**src/rtl/ahbmtx_in_hold.sv**
```systemverilog
// ahbmtx_in_hold: AHB matrix input stage; holds an unaccepted address phase and
// tracks the data phase to drive the master's HREADYOUT/HRESP.  Rev 1.0
`default_nettype none

module ahbmtx_in_hold #(
  parameter int ADDR_W = 32
) (
  input  logic              HCLK,
  input  logic              HRESETn,
  input  logic              HSELS,
  input  logic [ADDR_W-1:0] HADDRS,
  input  logic [1:0]        HTRANSS,
  input  logic              HWRITES,
  input  logic [2:0]        HSIZES,
  input  logic [2:0]        HBURSTS,
  input  logic [3:0]        HPROTS,
  input  logic              HMASTLOCKS,
  input  logic              HREADYS,
  output logic              HREADYOUTS,
  output logic              HRESPS,
  output logic              req_o,
  output logic [ADDR_W-1:0] addr_o,
  output logic [1:0]        trans_o,
  output logic              write_o,
  output logic [2:0]        size_o,
  output logic [2:0]        burst_o,
  output logic [3:0]        prot_o,
  output logic              lock_o,
  output logic              held_o,
  input  logic              addr_accept_i,
  input  logic              dp_ready_i,
  input  logic              dp_resp_i
);

  logic              r_pend;
  logic              r_dp_active;
  logic [ADDR_W-1:0] r_addr;
  logic [1:0]        r_trans;
  logic              r_write;
  logic [2:0]        r_size;
  logic [2:0]        r_burst;
  logic [3:0]        r_prot;
  logic              r_lock;

  logic w_live;
  logic w_req;

  assign w_live = HSELS & HREADYS & HTRANSS[1];
  assign w_req  = r_pend | w_live;

  // The master is stalled while pend is set, so live and held never coexist.
  always_ff @(posedge HCLK) begin
    if (!HRESETn) begin
      r_pend  <= 1'b0;
      r_addr  <= '0;
      r_trans <= 2'b00;
      r_write <= 1'b0;
      r_size  <= 3'b000;
      r_burst <= 3'b000;
      r_prot  <= 4'b0000;
      r_lock  <= 1'b0;
    end else if (r_pend) begin
      if (addr_accept_i) r_pend <= 1'b0;
    end else if (w_live && !addr_accept_i) begin
      r_pend  <= 1'b1;
      r_addr  <= HADDRS;
      r_trans <= HTRANSS;
      r_write <= HWRITES;
      r_size  <= HSIZES;
      r_burst <= HBURSTS;
      r_prot  <= HPROTS;
      r_lock  <= HMASTLOCKS;
    end
  end

  always_ff @(posedge HCLK) begin
    if (!HRESETn) begin
      r_dp_active <= 1'b0;
    end else if (w_req && addr_accept_i) begin
      r_dp_active <= 1'b1;
    end else if (dp_ready_i) begin
      r_dp_active <= 1'b0;
    end
  end

  always_comb begin
    req_o   = w_req;
    held_o  = r_pend;
    addr_o  = HADDRS;
    trans_o = HTRANSS;
    write_o = HWRITES;
    size_o  = HSIZES;
    burst_o = HBURSTS;
    prot_o  = HPROTS;
    lock_o  = HMASTLOCKS;
    if (r_pend) begin
      addr_o  = r_addr;
      trans_o = r_trans;
      write_o = r_write;
      size_o  = r_size;
      burst_o = r_burst;
      prot_o  = r_prot;
      lock_o  = r_lock;
    end
  end

  always_comb begin
    HREADYOUTS = 1'b1;
    if (r_pend)           HREADYOUTS = 1'b0;
    else if (r_dp_active) HREADYOUTS = dp_ready_i;
    HRESPS = r_dp_active & dp_resp_i;
  end

endmodule

`default_nettype wire

```
**config.mk**
```make
export PLATFORM = sky130hd
export DESIGN_NAME = ahbmtx_in_hold
export DESIGN_NICKNAME = d
export VERILOG_FILES = /design/src/rtl/ahbmtx_in_hold.sv
export SDC_FILE = /design/constraint.sdc
export NUM_CORES = 1
export LEC_CHECK = 0
export ABC_AREA = 1
export CORE_MARGIN = 1
export CORE_UTILIZATION = 46
export CTS_BUF_LIST = sky130_fd_sc_hd__clkbuf_4 sky130_fd_sc_hd__clkbuf_8 sky130_fd_sc_hd__clkbuf_16
export CTS_CLUSTER_DIAMETER = 50
export DETAILED_ROUTE_END_ITERATION = 7
export PLACE_DENSITY = 0.85
export SYNTH_ARGS = -nofsm -noshare
export SYNTH_HDL_FRONTEND = slang
export SYNTH_SLANG_ARGS = --single-unit
export TNS_END_PERCENT = 1
```
**constraint.sdc**
```tcl
create_clock -name HCLK -period 2.05 [get_ports HCLK]
set_input_delay 0.41 -clock HCLK [delete_from_list [all_inputs] [get_ports HCLK]]
set_output_delay 0.41 -clock HCLK [all_outputs]
set_load 0.01 [all_outputs]
```
==> results of run 1 <==
[critical path, stage by stage]
cell	delay, ns
clkdlybuf4s50_1	0.45
inv_1	0.04
o21ai_0	0.13
clkdlybuf4s50_1	0.56
[logic make-up after synthesis]
kind of cell | after synthesis | share of synthesized area, %
flops | 48 | 38.2
simple gates | 239 | 39.2
compound gates | 48 | 9.64
buf+inv | 77 | 13.0
[power groups by stage]
stage / Combinational [mW] / Sequential (mW) / Clock (mW)
after floorplan: 0.205 / 0.999 / 0
after global placement: 0.455 / 1.00 / 0
after detailed placement: 0.463 / 1.00 / 0
after CTS: 0.435 / 0.981 / 0.609
after global routing: 0.478 / 0.985 / 0.642
final: 0.432 / 0.981 / 0.597
[path summary, 6_finish.rpt]
kind,start,end,cells after the start
worst max-delay path,HADDRS[28],addr_o[28],4
worst min-delay path,r_trans[1],r_trans[1],1
worst max register to register,held_o,r_addr[25],6
worst min register to register,r_trans[1],r_trans[1],1
[synthesized netlist by cell type]
library cell / count
o21ai_0: 46
nor2_8: 1
nor2_1: 92
a21oi_1: 1
nor2_4: 1
nand2_1: 96
clkinv_2: 1
dfxtp_1: 48
buf_1: 3
clkbuf_1: 11
inv_1: 49
nand2_4: 1
buf_4: 8
buf_2: 5
o21a_1: 1
nand3_1: 48
[state kept, by name, summed over array words and instances, names as in the netlist]
signal       flops
r_lock           1
held_o           1
r_trans          2
r_burst          3
r_dp_active      1
r_write          1
r_addr          32
r_prot           4
r_size           3
[per-layer routing]
layer	routed length [um]	part of all wire, %
met5	0	0
met4	77	1.2
met3	324	5.0
met2	3250	51
met1	2780	43
[cell usage in the layout (no fill, tap or decap), types with 2 or more instances in the layout]
cell type / instances
dlygate4sd2_1: 34
inv_1: 49
buf_4: 8
o21ai_0: 46
nand3_1: 47
dlymetal6s2s_1: 14
nor2_1: 91
dfxtp_1: 47
nand2_1: 95
clkbuf_8: 6
buf_12: 5
clkdlybuf4s50_1: 53
nor2_4: 2
[layout make-up]
cell class	instances	area (um^2)	area share [%]
clock inverter	1	7.51	0.200
inverter	50	189	5.02
timing repair buffer	115	1170	31.1
sequential	48	965	25.6
multi-input combinational	287	1250	33.3
tap	70	87.6	2.33
clock buffer	7	90.1	2.40
[timing repair]
item | in CTS | in global routing
gates cloned | 0 | 0
gates resized for setup | 37 | 15
buffers inserted | 0 | 2
endpoints found under the setup margin | 44 | 13
==> flow_metrics.tcl, run 1 <==
set metrics [dict create \
    finalCriticalPeriod_ns 2.00 \
    setup_viol 0 \
    p_per_area_mw_per_mm2 534 \
    clk_path_buf_depth 2 \
    gr-max-usage-layer "met2" \
    p_comb_share_pct 21.5 \
    cts_tree "built" \
    fp.coreArea_mm2 0.00520 \
    hold_class "reg2reg" \
    switchingPower_mw 0.535 \
    worstPathMaxFanout 2 \
    dp_hpwl_mm 4.34 \
    fin_area_mm2 0.00376 \
    grt_pass1_wl_mm 10.8 \
    finalNonFillerCells 578 \
    grt_pass1_vias 2483 \
    synth_seq_cells 48 \
    hold_violations 0 \
    p_int_mw 1.47 \
    peakVddDrop_mv 0.358 \
    outcome "finished, final reports clean" \
    slew_headroom_pct 67.1 \
    fin_util_pct 72.3 \
    pwr-share-clk_pct 29.7 \
    routed_via_density 4.80 \
    crit_required_ns 1.64 \
    finalPower_mw 2.01 \
    critPathArrivalTime_ns 1.59 \
    syn_area_mm2 0.00252 \
    vias 2772 \
    die_h_um 76.0 \
    gp_congestion 0.724 \
    p_leak_nw 1.80 \
    wirelength_mm 6.43 \
    synth_cell_type_count 16 \
    setup_tns_ns 0 \
    synth_top_area_share_pct 38.2 \
    pre_cts_ws_ns -0.221 \
    syn_area_per_cell_um2 6.11 \
    io_buffers 102 \
    drive_gt1_share_pct 5.91 \
    rrSetupSlack_ns 0.67 \
    nets 560 \
    drt_iter0_drc 99 \
    io-pin-count 103 \
    hold_ws_ns 0.486 \
    grt_overflow 0 \
    cts-htree-levels 2 \
    grt.met1_usage_pct 26.6 \
    rsz0062_at_grt "false" \
    grt_use_total_pct 22.7 \
    die_w_um 76.0 \
    clock_latency_ns 0.30 \
    placed_area_mm2 0.00364 \
    crit_path_end_kind "output pin" \
    grtUsageMet2_pct 41.5 \
    worstSetupPathType "in2out" \
    fillers 464 \
    cap_violations 0 \
    ant_nets 0 \
    critPathLaunchType "input port" \
    initial_core_util_pct 48.4 \
    antenna_found_initial 0 \
    p_seq_share_pct 48.8 \
    syn-num-nets 465 \
    die_area_mm2 0.00578 \
    rows 26 \
    cts_hold_buffers 0 \
    syn_inst 412 \
    path_clk_slew_ns 0.09 \
    clockRootBuffer "clkbuf_8" \
    wl_per_cell_um 11.1 \
    switching_share_pct 26.6 \
    drc 0 \
    dp_cells 568 \
    tightestPinTransition_ns 0.493 \
    synth.area.top_cells "dfxtp_1, nand2_1, nor2_1, nand3_1, o21ai_0" \
    ys_seq_area_share_pct 38.2 \
    setup_slack_ns 0.0509 \
    maxSlewViolCount 0 \
    grtUsageMet3_pct 4.55 \
    fmax_mhz 500 \
    skew_ns 0.0102 \
    yosysTopAreaCell "dfxtp_1" \
    grt_max_degree 50 \
    area_growth_syn_to_layout_pct 49.3 \
    firstDrtPassIters 6 \
    ys_warn_count 0 \
    numClockSinks 48 \
    diodes 0 \
    period_share_pct 97.5 \
    cts_buffers 5 \
]
No activity file was read; power rests on OpenSTA's default activity.
==> run 2: changes to the inputs <==
--- a/config.mk
+++ b/config.mk
@@ -11,7 +11,9 @@
 export CTS_BUF_LIST = sky130_fd_sc_hd__clkbuf_4 sky130_fd_sc_hd__clkbuf_8 sky130_fd_sc_hd__clkbuf_16
 export CTS_CLUSTER_DIAMETER = 50
 export DETAILED_ROUTE_END_ITERATION = 7
+export GPL_TIMING_DRIVEN = 0
 export PLACE_DENSITY = 0.85
+export SKIP_CTS_REPAIR_TIMING = 1
 export SYNTH_ARGS = -nofsm -noshare
 export SYNTH_HDL_FRONTEND = slang
 export SYNTH_SLANG_ARGS = --single-unit
==> run 2 against run 1 <==
Net effect: clock skew decreased by 0.0011 ns; final cell count increased by 2.1%; clock power about the same; sequential power about the same; non-clock buffer count increased by 13; combinational power increased by 4%; sequential share of layout area decreased by 0.75 points.
==> flow_metrics.tcl, run 2 (synthesized netlist as in run 1, its figures left out) <==
set metrics [dict create \
    finalCriticalPeriod_ns 1.89 \
    drive_gt1_share_pct 6.15 \
    layout_commonest_cell "nand2_1" \
    maxSlewViolCount 0 \
    cp_num_buf_inv 3 \
    critPathLaunchType "input port" \
    drt_iter0_drc 191 \
    crit_required_ns 1.64 \
    clockRootBuffer "clkbuf_8" \
    grt_max_degree 14 \
    grt_pass1_vias 2577 \
    fin_area_mm2 0.00387 \
    grt_use_total_pct 24.3 \
    period_share_pct 92.1 \
    hold_violations 0 \
    gp_congestion 0.778 \
    rrSetupSlack_ns 0.69 \
    setup_slack_ns 0.163 \
    fmax_mhz 530 \
    antenna_found_initial 0 \
    p_leak_nw 2.09 \
    die_w_um 76.0 \
    diodes 0 \
    outcome "finished, final reports clean" \
    nets 573 \
    skew_ns 0.00911 \
    grt_pass1_wl_mm 11.6 \
    worstPathMaxFanout 1 \
    vias 2900 \
    slew_headroom_pct 56.9 \
    p_per_area_mw_per_mm2 523 \
    path_clk_slew_ns 0.09 \
    cts-htree-levels 2 \
    top_regs "r_addr (32), r_prot (4)" \
    cp_slowest_cell "clkdlybuf4s50_1" \
    ant_nets 0 \
    wl_per_cell_um 12.2 \
    finalPower_mw 2.03 \
    fp.coreArea_mm2 0.00520 \
    die_h_um 76.0 \
    firstDrtPassIters 4 \
    setup_viol 0 \
    grt_overflow 0 \
    cp_cell_sequence "clkdlybuf4s50_1, nand2_1, inv_1, clkdlybuf4s50_1" \
    cts_buffers 5 \
    io_buffers 101 \
    wirelength_mm 7.17 \
    routed_via_density 4.92 \
    crit_family "buffers and inverters" \
    setup_tns_ns 0 \
    met1Wirelength_mm 2.98 \
    final_cell_mix "nand2_1, nor2_1, clkdlybuf4s50_1" \
    tightestPinTransition_ns 0.644 \
    max_stage_delay_ns 0.53 \
    route.met3.wl_um 451 \
    cap_violations 0 \
    crit_path_end_kind "output pin" \
    numClockSinks 48 \
    io-pin-count 103 \
    top_register "r_addr" \
    hold_class "reg2reg" \
    initial_core_util_pct 48.4 \
    rsz0062_at_grt "false" \
    cts_tree "built" \
    area_growth_syn_to_layout_pct 53.9 \
    peakVddDrop_mv 0.403 \
    critPathArrivalTime_ns 1.48 \
    pre_cts_ws_ns -0.240 \
    worstSetupPathType "in2out" \
    fillers 445 \
    dp_cells 583 \
    routed-wl-met2_mm 3.65 \
    die_area_mm2 0.00578 \
    rows 26 \
    clk_path_buf_depth 2 \
    placed_area_mm2 0.00362 \
    finalNonFillerCells 590 \
    largest_reg_flops 32 \
    dp_hpwl_mm 5.02 \
    clock_latency_ns 0.30 \
    drc 0 \
    crit_top_cell "clkdlybuf4s50_1" \
    top_layer "met4" \
]
-- run 2: power by group --
group          switching [mW]  internal, mW  total [mW]
sequential             0.0172         0.963       0.981
clock                   0.295         0.301       0.595
combinational           0.213         0.238       0.451
-- run 2: cell type report --
cell class | count | area (um^2) | area share [%]
well taps | 70 | 87.6 | 2.26
plain buffers | 27 | 160 | 4.13
clock buffers | 7 | 96.3 | 2.49
inverters | 50 | 189 | 4.88
flip-flops and latches | 48 | 965 | 24.9
repair buffers | 101 | 1130 | 29.2
multi-input cells | 287 | 1250 | 32.2
-- run 2: layer usage --
layer,track usage [%],vias up
met2,43.5,110
met1,30.0,1307
li1,-,1474
met4,6.35,0
met5,0,-
met3,4.31,9
-- run 2: final timing paths --
| path | from | end | depth (start not counted) |
|---|---|---|---|
| setup / recovery | dp_resp_i | HRESPS | 4 |
| setup reg to reg | held_o | r_prot[1] | 6 |
| hold / removal | r_trans[1] | r_trans[1] | 1 |
| hold reg to reg | r_trans[1] | r_trans[1] | 1 |
-- run 2: per-stage QoR --
stage,hold slack (ns),util [%]
2_1_floorplan,0.440,-
3_3_place_gp,0.451,69.5
3_5_place_dp,0.460,69.5
4_1_cts,0.481,71.3
5_1_grt,0.504,74.4
6_report,0.484,74.4
